===== src/rtl/jtag_dbg_pkg.sv =====
// Shared encodings for the JTAG debug user DR and its bus master.
// Build option: define JTAG_DBG_TIMEOUT_EN to enable the ACK timeout counter.
package jtag_dbg_pkg;

   typedef enum logic [1:0] {
      OP_NOP   = 2'b00,
      OP_READ  = 2'b01,
      OP_WRITE = 2'b10,
      OP_CLEAR = 2'b11
   } op_e;

   localparam int ST_BUSY    = 0;
   localparam int ST_BUS_ERR = 1;
   localparam int ST_OVERRUN = 2;

   typedef enum logic {
      S_IDLE = 1'b0,
      S_REQ  = 1'b1
   } bus_state_e;

   function automatic logic is_access(op_e op);
      return (op == OP_READ) || (op == OP_WRITE);
   endfunction

endpackage


===== src/rtl/jtag_dbg_dr_if.sv =====
// Single-beat req/ack bus between the debug DR (master) and the system bus (slave).
interface jtag_dbg_dr_if #(
   parameter int ADDR_W = 32,
   parameter int DATA_W = 32
);
   logic              REQ;
   logic              WE;
   logic [ADDR_W-1:0] ADDR;
   logic [DATA_W-1:0] WDATA;
   logic              ACK;
   logic              ERR;
   logic [DATA_W-1:0] RDATA;

   modport master (output REQ, WE, ADDR, WDATA, input ACK, ERR, RDATA);
   modport slave  (input REQ, WE, ADDR, WDATA, output ACK, ERR, RDATA);
endinterface


===== src/rtl/jtag_dbg_bus_master.sv =====
// REQ/ACK handshake FSM with address auto-increment for the JTAG debug DR.
// Build option: JTAG_DBG_TIMEOUT_EN adds an ACK timeout counter.
module jtag_dbg_bus_master
   import jtag_dbg_pkg::*;
#(
   parameter int ADDR_W      = 32,
   parameter int DATA_W      = 32,
   parameter int ADDR_STEP   = 4,
   parameter int TIMEOUT_CYC = 255
) (
   input  logic              TCK,
   input  logic              RESET,
   input  logic              start,
   input  logic              start_we,
   input  logic              start_inc,
   input  logic [ADDR_W-1:0] start_addr,
   input  logic [DATA_W-1:0] start_wdata,
   input  logic              ack,
   input  logic              err,
   output logic              busy,
   output logic              req,
   output logic              we,
   output logic [ADDR_W-1:0] addr,
   output logic [DATA_W-1:0] wdata,
   output logic              rd_done,
   output logic              err_done
);

   bus_state_e        state_q, state_d;
   logic              req_q, req_d;
   logic              we_q, we_d;
   logic              inc_q, inc_d;
   logic [ADDR_W-1:0] addr_q, addr_d;
   logic [DATA_W-1:0] wdata_q, wdata_d;

`ifdef JTAG_DBG_TIMEOUT_EN
   localparam int CNT_W = $clog2(TIMEOUT_CYC + 1);
   logic [CNT_W-1:0] cnt_q, cnt_d;
   logic             timeout;
`endif

   // Completion (ACK or timeout) always returns to IDLE; increment applies even on ERR.
   always_comb begin
      state_d = state_q;
      we_d    = we_q;
      inc_d   = inc_q;
      addr_d  = addr_q;
      wdata_d = wdata_q;
`ifdef JTAG_DBG_TIMEOUT_EN
      cnt_d   = cnt_q;
      timeout = 1'b0;
`endif
      case (state_q)
         S_IDLE: begin
            if (start) begin
               state_d = S_REQ;
               we_d    = start_we;
               inc_d   = start_inc;
               addr_d  = start_addr;
               wdata_d = start_wdata;
`ifdef JTAG_DBG_TIMEOUT_EN
               cnt_d   = '0;
`endif
            end
         end
         S_REQ: begin
            if (ack) begin
               state_d = S_IDLE;
               if (inc_q) addr_d = addr_q + ADDR_W'(ADDR_STEP);
            end
`ifdef JTAG_DBG_TIMEOUT_EN
            else if (cnt_q == CNT_W'(TIMEOUT_CYC - 1)) begin
               state_d = S_IDLE;
               timeout = 1'b1;
            end
            else begin
               cnt_d = cnt_q + CNT_W'(1);
            end
`endif
         end
      endcase
      req_d = (state_d == S_REQ);
   end

   always_ff @(posedge TCK) begin
      if (RESET) begin
         state_q <= S_IDLE;
         req_q   <= 1'b0;
         we_q    <= 1'b0;
         inc_q   <= 1'b0;
         addr_q  <= '0;
         wdata_q <= '0;
`ifdef JTAG_DBG_TIMEOUT_EN
         cnt_q   <= '0;
`endif
      end else begin
         state_q <= state_d;
         req_q   <= req_d;
         we_q    <= we_d;
         inc_q   <= inc_d;
         addr_q  <= addr_d;
         wdata_q <= wdata_d;
`ifdef JTAG_DBG_TIMEOUT_EN
         cnt_q   <= cnt_d;
`endif
      end
   end

   assign busy    = (state_q != S_IDLE);
   assign req     = req_q;
   assign we      = we_q;
   assign addr    = addr_q;
   assign wdata   = wdata_q;
   assign rd_done = busy & ack & ~we_q;
`ifdef JTAG_DBG_TIMEOUT_EN
   assign err_done = (busy & ack & err) | timeout;
`else
   assign err_done = busy & ack & err;
`endif

endmodule


===== src/rtl/jtag_dbg_dr.sv =====
// JTAG user DR that turns shifted {DATA, ADDR, INC, OP} commands into single bus accesses.
// Build option: JTAG_DBG_TIMEOUT_EN enables the ACK timeout in the bus master.
module jtag_dbg_dr
   import jtag_dbg_pkg::*;
#(
   parameter int ADDR_W      = 32,
   parameter int DATA_W      = 32,
   parameter int ADDR_STEP   = 4,
   parameter int TIMEOUT_CYC = 255
) (
   input  logic           TCK,
   input  logic           RESET,
   input  logic           SEL,
   input  logic           CAPTURE,
   input  logic           SHIFT,
   input  logic           UPDATE,
   input  logic           TDI,
   output logic           TDO,
   jtag_dbg_dr_if.master  bus
);

   localparam int W = 3 + ADDR_W + DATA_W;

   logic [W-1:0]      sr_q, sr_d;
   logic [DATA_W-1:0] rdata_q, rdata_d;
   logic              bus_err_q, bus_err_d;
   logic              overrun_q, overrun_d;

   logic              do_cap, do_shift, do_upd, start;
   op_e               upd_op;
   logic [2:0]        status;
   logic              busy, req, we, rd_done, err_done;
   logic [ADDR_W-1:0] addr;
   logic [DATA_W-1:0] wdata;

   // Only one strobe acts per cycle: CAPTURE beats SHIFT beats UPDATE.
   assign do_cap   = SEL & CAPTURE;
   assign do_shift = SEL & SHIFT & ~CAPTURE;
   assign do_upd   = SEL & UPDATE & ~CAPTURE & ~SHIFT;
   assign upd_op   = op_e'(sr_q[1:0]);
   assign start    = do_upd & ~busy & is_access(upd_op);

   always_comb begin
      status             = '0;
      status[ST_BUSY]    = busy;
      status[ST_BUS_ERR] = bus_err_q;
      status[ST_OVERRUN] = overrun_q;
   end

   always_comb begin
      sr_d      = sr_q;
      rdata_d   = rdata_q;
      bus_err_d = bus_err_q;
      overrun_d = overrun_q;
      if (do_cap)        sr_d = {rdata_q, addr, status};
      else if (do_shift) sr_d = {TDI, sr_q[W-1:1]};
      if (rd_done)  rdata_d   = bus.RDATA;
      if (err_done) bus_err_d = 1'b1;
      // Any command landing while an access is outstanding, CLEAR included, is dropped.
      if (do_upd) begin
         if (busy) begin
            overrun_d = 1'b1;
         end else if (upd_op == OP_CLEAR) begin
            bus_err_d = 1'b0;
            overrun_d = 1'b0;
         end
      end
   end

   always_ff @(posedge TCK) begin
      if (RESET) begin
         sr_q      <= '0;
         rdata_q   <= '0;
         bus_err_q <= 1'b0;
         overrun_q <= 1'b0;
      end else begin
         sr_q      <= sr_d;
         rdata_q   <= rdata_d;
         bus_err_q <= bus_err_d;
         overrun_q <= overrun_d;
      end
   end

   jtag_dbg_bus_master #(
      .ADDR_W      (ADDR_W),
      .DATA_W      (DATA_W),
      .ADDR_STEP   (ADDR_STEP),
      .TIMEOUT_CYC (TIMEOUT_CYC)
   ) u_bus_master (
      .TCK         (TCK),
      .RESET       (RESET),
      .start       (start),
      .start_we    (upd_op == OP_WRITE),
      .start_inc   (sr_q[2]),
      .start_addr  (sr_q[3 +: ADDR_W]),
      .start_wdata (sr_q[3+ADDR_W +: DATA_W]),
      .ack         (bus.ACK),
      .err         (bus.ERR),
      .busy        (busy),
      .req         (req),
      .we          (we),
      .addr        (addr),
      .wdata       (wdata),
      .rd_done     (rd_done),
      .err_done    (err_done)
   );

   assign TDO       = sr_q[0];
   assign bus.REQ   = req;
   assign bus.WE    = we;
   assign bus.ADDR  = addr;
   assign bus.WDATA = wdata;

endmodule

===== src/flat_wrapper.sv =====
// flat-port wrapper written by rule: the top's interface ports become plain ports
module jtag_dbg_dr_flat import jtag_dbg_pkg::*;
#(
   parameter int ADDR_W      = 32,
   parameter int DATA_W      = 32,
   parameter int ADDR_STEP   = 4,
   parameter int TIMEOUT_CYC = 255
)
  (TCK, RESET, SEL, CAPTURE, SHIFT, UPDATE, TDI, TDO, bus_REQ, bus_WE, bus_ADDR, bus_WDATA, bus_ACK, bus_ERR, bus_RDATA);
  jtag_dbg_dr_if #(.ADDR_W(ADDR_W), .DATA_W(DATA_W)) bus_i ();
  input  logic TCK;
  input  logic RESET;
  input  logic SEL;
  input  logic CAPTURE;
  input  logic SHIFT;
  input  logic UPDATE;
  input  logic TDI;
  output logic TDO;
  output wire logic [$bits(bus_i.REQ)-1:0] bus_REQ;
  output wire logic [$bits(bus_i.WE)-1:0] bus_WE;
  output wire logic [$bits(bus_i.ADDR)-1:0] bus_ADDR;
  output wire logic [$bits(bus_i.WDATA)-1:0] bus_WDATA;
  input wire logic [$bits(bus_i.ACK)-1:0] bus_ACK;
  input wire logic [$bits(bus_i.ERR)-1:0] bus_ERR;
  input wire logic [$bits(bus_i.RDATA)-1:0] bus_RDATA;
  assign bus_REQ = bus_i.REQ;
  assign bus_WE = bus_i.WE;
  assign bus_ADDR = bus_i.ADDR;
  assign bus_WDATA = bus_i.WDATA;
  assign bus_i.ACK = bus_ACK;
  assign bus_i.ERR = bus_ERR;
  assign bus_i.RDATA = bus_RDATA;
  jtag_dbg_dr #(.ADDR_W(ADDR_W), .DATA_W(DATA_W), .ADDR_STEP(ADDR_STEP), .TIMEOUT_CYC(TIMEOUT_CYC)) u_core (.TCK(TCK), .RESET(RESET), .SEL(SEL), .CAPTURE(CAPTURE), .SHIFT(SHIFT), .UPDATE(UPDATE), .TDI(TDI), .TDO(TDO), .bus(bus_i));
endmodule

===== config.mk =====
export PLATFORM = sky130hd
export DESIGN_NAME = jtag_dbg_dr_flat
export DESIGN_NICKNAME = d
export VERILOG_FILES = /design/src/rtl/jtag_dbg_pkg.sv /design/src/rtl/jtag_dbg_dr_if.sv /design/src/rtl/jtag_dbg_bus_master.sv /design/src/rtl/jtag_dbg_dr.sv /design/src/flat_wrapper.sv
export SDC_FILE = /design/constraint.sdc
export NUM_CORES = 1
export LEC_CHECK = 0
export ABC_AREA = 1
export BUFFER_PORTS_ARGS = -buffer_cell sky130_fd_sc_hd__buf_2
export CELL_PAD_IN_SITES_DETAIL_PLACEMENT = 0
export CELL_PAD_IN_SITES_GLOBAL_PLACEMENT = 1
export CORE_UTILIZATION = 46
export CTS_BUF_LIST = sky130_fd_sc_hd__clkbuf_8
export DETAILED_ROUTE_END_ITERATION = 16
export GPL_TIMING_DRIVEN = 1
export PLACE_DENSITY_LB_ADDON = 0.1
export SYNTH_ARGS = -nofsm -noshare
export SYNTH_HDL_FRONTEND = slang
export SYNTH_SLANG_ARGS = --single-unit

===== constraint.sdc =====
create_clock -name TCK -period 3.4 [get_ports TCK]
set_input_delay 0.34 -clock TCK [delete_from_list [all_inputs] [get_ports TCK]]
set_output_delay 0.34 -clock TCK [all_outputs]
set_load 0.02 [all_outputs]

### Word level (Yosys, flattened, before mapping)

Cells that the tools add are included.

| operators by class | value |
|---|---|
| mux-type cells | 15 |
| equality and inequality tests | 6 |
| bitwise operators | 15 |
| reduce and logical (&&, ||, !) cells | 6 |
| add/sub/neg operators | 1 |

Operators by type and width:

| kind | count |
|---|---|
| 2-to-1 mux 67 bit | 2 |
| 2-to-1 mux 32 bit | 3 |
| one-hot mux 32 bit (2 select lines) | 1 |
| adder 32 x 3 -> 32 bit (second input constant) | 1 |
| AND 1 bit | 11 |
| 2-to-1 mux 1 bit | 8 |
| == test 2 bit (second input constant) | 2 |
| != test 2 x 1 -> 1 bit (second input constant) | 2 |
| NOT 1 bit | 4 |
| AND reduction 2 bit | 2 |
| nonzero test 2 bit | 2 |
| AND reduction 3 bit | 1 |
| == test 2 x 1 -> 1 bit (second input constant) | 1 |
| != test 2 bit (second input constant) | 1 |
| one-hot mux 1 bit (2 select lines) | 1 |
| logical OR 1 bit | 1 |

| storage, ports and cells | value |
|---|---|
| input bits | 41 |
| register bits | 168 |

### Depth between registers and ports, before layout

| depth | value |
|---|---|
| word-level depth | 7 |
| gate-level depth with buffers | 10 |
| gate-level depth less buffers | 10 |

### Modules after synthesis

A second synthesis with hierarchy kept.

| second synthesis, totals | value |
|---|---|
| cells, all modules | 1291 |
| area total of the unflattened synthesis | 8124.0 sq um |

Modules (own cells, without submodules):

| module | times used | cells each | area an instance (sq um) |
|---|---|---|---|
| jtag_dbg_dr | 1 | 734 | 4698.3 |
| jtag_dbg_bus_master | 1 | 557 | 3425.8 |

### Least setup slack after synthesis

Ideal clock, no wire load.

| path | value |
|---|---|
| kind | reg-to-reg |
| start point | register u_core.sr_q[0] |
| end point | register u_core.u_bus_master.addr_q[17], in the netlist u_core.u_bus_master.addr[17] |
| path slack | 1.667 ns |
| period minus slack after synthesis | 1.733 ns |
| library setup time | 0.116 ns |
| cell stages (with the launch flop) | 11 |
| arrival | 1.617 ns |
| path through | dfxtp_1 -> inv_1 -> ha_1 -> inv_1 -> nand3_4 -> nand2_2 -> inv_2 -> buf_6 -> buf_6 -> a21oi_1 -> nor2_1 |

| on the way | value |
|---|---|
| word-level cells in the longest chain between the ends | 5 |
| elaborated cells between the ends (all ways) | 6 |
| those cells by class | eq/ne: 3; bitwise: 1; reduce/logical: 2 |

RTL lines:

| element | line | source |
|---|---|---|
| start: declaration | jtag_dbg_dr.sv:24 | `logic [W-1:0] sr_q, sr_d;` |
| start signal: assignment | jtag_dbg_dr.sv:77 | `sr_q <= sr_d;` |
| == test 2 x 1 -> 1 bit / == test 2 bit (equally long branches) | jtag_dbg_pkg.sv:22 | `return (op == OP_READ) \|\| (op == OP_WRITE);` |
| logical OR 1 bit * | jtag_dbg_pkg.sv:22 |  |
| AND 1 bit * | jtag_dbg_dr.sv:41 | `assign start = do_upd & ~busy & is_access(upd_op);` |
| != test 2 x 1 -> 1 bit (no source line) * | - |  |
| AND reduction 3 bit (no source line) * | - |  |
| end signal: assignment | jtag_dbg_bus_master.sv:101 | `addr_q <= addr_d;` |
| end: declaration | jtag_dbg_bus_master.sv:33 | `logic [ADDR_W-1:0] addr_q, addr_d;` |

Every way passes the cells marked *; elsewhere a longest branch is shown, timed or not.
A chain may end at the register's enable or synchronous reset.

### Final worst setup path

Same ends and word-level chain as after synthesis.

==> run_results.csv <==
group,metric,value,unit
status,status,"finished clean",
grt,grt_overflow,0,
grt,grt_pass1_vias,6143,
grt,grt_usage,23.8,%
layout,stdcell_count,1290,
synth,yosysSeqAreaShare,46.4,%
detailed_routing,routed_via_density,5.30,
grt,grt_antenna_before_repair,0,
clock_tree,cts.clk_slew.worst_paths,0.08,ns
sta,fin_crit,2.44,ns
clock_tree,hold_buffers,0,
sta,rsz0062_at_grt,"no",
layout,final_util,53.7,%
floorplan,ios,108,
job,maxCapViolCount,0,
synth,ys_seq_elements,168,
floorplan,dieArea,16300,um^2
layout,drive_above_1_share,16.4,%
placement,io_buffers,107,
power_and_ir_drop,comb_power_share,8.5,%
floorplan,die_height,127,um
power_and_ir_drop,power_frac_clock,35.1,%
power_and_ir_drop,seq_power_share,56.4,%
placement,dpl.cell_count,1259,
setup_path,worstSetupEndpointType,"flop",
setup_path,r2r_slack,0.96,ns
synth,synth.distinct_cells,30,
setup_path,worst_ep_arrival_time,2.78,ns
power_and_ir_drop,power_density,453,nW/um^2
setup_path,crit_buf_inv,4,
synth,synth_largest_area_cell,"dfxtp_1",
setup_path,worstSetupPathType,"reg -> reg",
grt,grt_start_max_net_pins,138,
clock_tree,ctsLongestPathBuffers,2,
layout,syn_to_final_growth,13.1,%
clock_tree,htree_levels,4,
clock_tree,cts.repair.resized,0,
grt,grt_pass1_wl,31100,um
synth,synth_area,7240,um^2
setup_path,slowest_delay,0.53,ns
clock_tree,cts.sinks,168,
sta,fmax,410,MHz
setup_path,path_max_fanout,38,
sta,finalWorstSetupSlack,0.960,ns
placement,gp_congestion,0.812,
power_and_ir_drop,switchingPower,0.969,mW
sta,setup_viol,0,
clock_tree,clock_latency,0.45,ns
floorplan,core,15300,um^2
worst_hold_path,hold_path.class,"in -> reg",
clock_tree,root_buffer,"clkbuf_8",
floorplan,start_util,47.5,%
synth,synth_edf_count,0,
synth,synth_ff_type,"dfxtp_1",
power_and_ir_drop,internal_power,2.75,mW
detailed_routing,wl,18800,um
detailed_routing,drc,0,
sta,fin_setup_tns,0,ns
detailed_routing,wl_per_cell,14.5,um
floorplan,die_x,127,um
clock_tree,cts_tree,"yes",
layout,final_nets,1111,
clock_tree,cts_buffers,17,
synth,yosysWarningCount,0,
setup_path,start_kind,"flop",
sta,tightestPinTransition,1.13,ns
power_and_ir_drop,switching_share,26.1,%
setup_path,required,3.74,ns
sta,slew_viol_final,0,
detailed_routing,vias,6840,
synth,synth_common_cells,"nor2_1 (211), dfxtp_1 (168), o21ai_0 (153)",
synth,synth_cells,1003,
setup_path,crit_path_top_delay_cell,"inv_2",
synth,synth_most_common_cell,"nor2_1",
synth,syn_avg_cell_area,7.22,um^2
setup_path,path_cells,"inv_1 > ha_1 > inv_1 > nand3_4 > nand2_2 > buf_4 > inv_2 > nor2_1 > o21ai_0 > nor2_1",
detailed_routing,first_pass_iters,5,
setup_path,crit_family,"buffers and inverters",
sta,fin_skew,0.0120,ns
synth,ys_top_cells_by_area,"dfxtp_1 (46%), nor2_1 (11%), o21ai_0 (11%), a21oi_1 (6.5%), nand2_1 (6.4%)",
placement,hpwl,11400,um
power_and_ir_drop,leakagePower,3.16,nW
floorplan,rows,45,
synth,async_flop_share,0,%
detailed_routing,drt_iter0_drc,457,
detailed_routing,ant_nets,0,
synth,syn_nets,1047,
layout,antenna_cells,0,
clock_tree,post_cts.repair.setup_buffers,0,
sta,relSlewSlack,24.8,%
power_and_ir_drop,vdd_drop_max,0.232,mV
synth,synth_top_cell_area_share,46.4,%
placement,dp_slack,0.966,ns
sta,finalCritPeriodShare,71.8,%
sta,finalHoldViolCount,0,
-- cells by family (layout without fill, tap and decap cells) --
group / after synthesis / after routing / synth area share (%)
simple gates: 392 / 392 / 22.1
compound gates: 326 / 326 / 24.1
flops: 168 / 168 / 46.4
buf+inv: 110 / 186 / 6.41
xor+xnor: 4 / 4 / 0.484
fa+ha+maj: 3 / 3 / 0.518
-- area by class of cell --
| cell class | instances | area (um^2) |
|---|---|---|
| multi-input cells | 725 | 3430 |
| flip-flops and latches | 168 | 3360 |
| repair buffers | 116 | 641 |
| inverters | 39 | 148 |
| well taps | 211 | 264 |
| clock inverters | 13 | 105 |
| clock buffers | 18 | 248 |
| fillers | 1567 | 7060 |
-- metrics by stage --
stage / hold slack [ns] / cell area [um^2] / total power [mW]
floorplan: 0.423 / 7240 / 2.35
global route: 0.0865 / 8200 / 3.90
CTS: 0.0736 / 8200 / 3.76
finish: 0.105 / 8200 / 3.72
detailed placement: 0.445 / 7840 / 2.46
global placement: 0.436 / 7840 / 2.46
-- final timing paths --
| kind | startpoint | end | depth (start not counted) |
|---|---|---|---|
| worst min register to register | u_core.bus_err_q | u_core.bus_err_q | 2 |
| worst max-delay path | u_core.sr_q[0] | u_core.u_bus_master.addr[17] | 10 |
| worst min-delay path | bus_RDATA[22] | u_core.rdata_q[22] | 3 |
| worst max register to register | u_core.sr_q[0] | u_core.u_bus_master.addr[17] | 10 |
-- power groups by stage --
stage          clock network [mW]  logic [mW]  registers [mW]
3_3_place_gp                    0       0.315            2.14
2_1_floorplan                   0       0.211            2.14
6_report                     1.30       0.316            2.10
3_5_place_dp                    0       0.318            2.14
4_1_cts                      1.34       0.318            2.10
5_1_grt                      1.43       0.359            2.11
-- layer usage --
| metal | GRT usage [%] | wire length (um) | part of all wire (%) | up-vias |
|---|---|---|---|---|
| met1 | 33.3 | 9180 | 49 | 3138 |
| met4 | 7.63 | 212 | 1.1 | 0 |
| li1 | - | - | - | 3511 |
| met3 | 4.19 | 921 | 4.9 | 18 |
| met5 | 0 | 0 | 0 | - |
| met2 | 37.3 | 8450 | 45 | 173 |
-- layout by cell type (no fill, tap or decap), drive strengths merged --
cell	Yosys	final
or2	7	7
nor2	220	220
clkbuf	46	18
bufinv	0	1
o22ai	67	67
nor3	3	3
o211ai	1	1
dfxtp	168	168
o21bai	1	1
clkinv	0	7
clkinvlp	0	1
a31oi	5	5
xnor2	4	4
nand3	34	34
nand4	3	3
inv	39	43
and2	1	1
o21ai	153	153
nand2	124	124
a22oi	1	1
a21oi	97	97
a41oi	1	1
ha	3	3
buf	25	116
-- sequential cells by signal (all words and copies together), names as in the netlist --
signal and cells:
u_core.u_bus_master.req 1, u_core.u_bus_master.wdata 32, u_core.u_bus_master.addr 32, u_core.bus_err_q 1, u_core.u_bus_master.we 1, u_core.overrun_q 1
u_core.rdata_q 32, u_core.u_bus_master.inc_q 1, u_core.sr_q 67
-- worst reg2reg max path: cells and delay by family (launching register included) --
family / cells / cell delay, ns
fa+ha+maj: 1 / 0.33
compound gates: 1 / 0.17
buf+inv: 4 / 0.88
simple gates: 4 / 0.58
flops: 1 / 0.37
No activity file was read; power rests on OpenSTA's default activity.
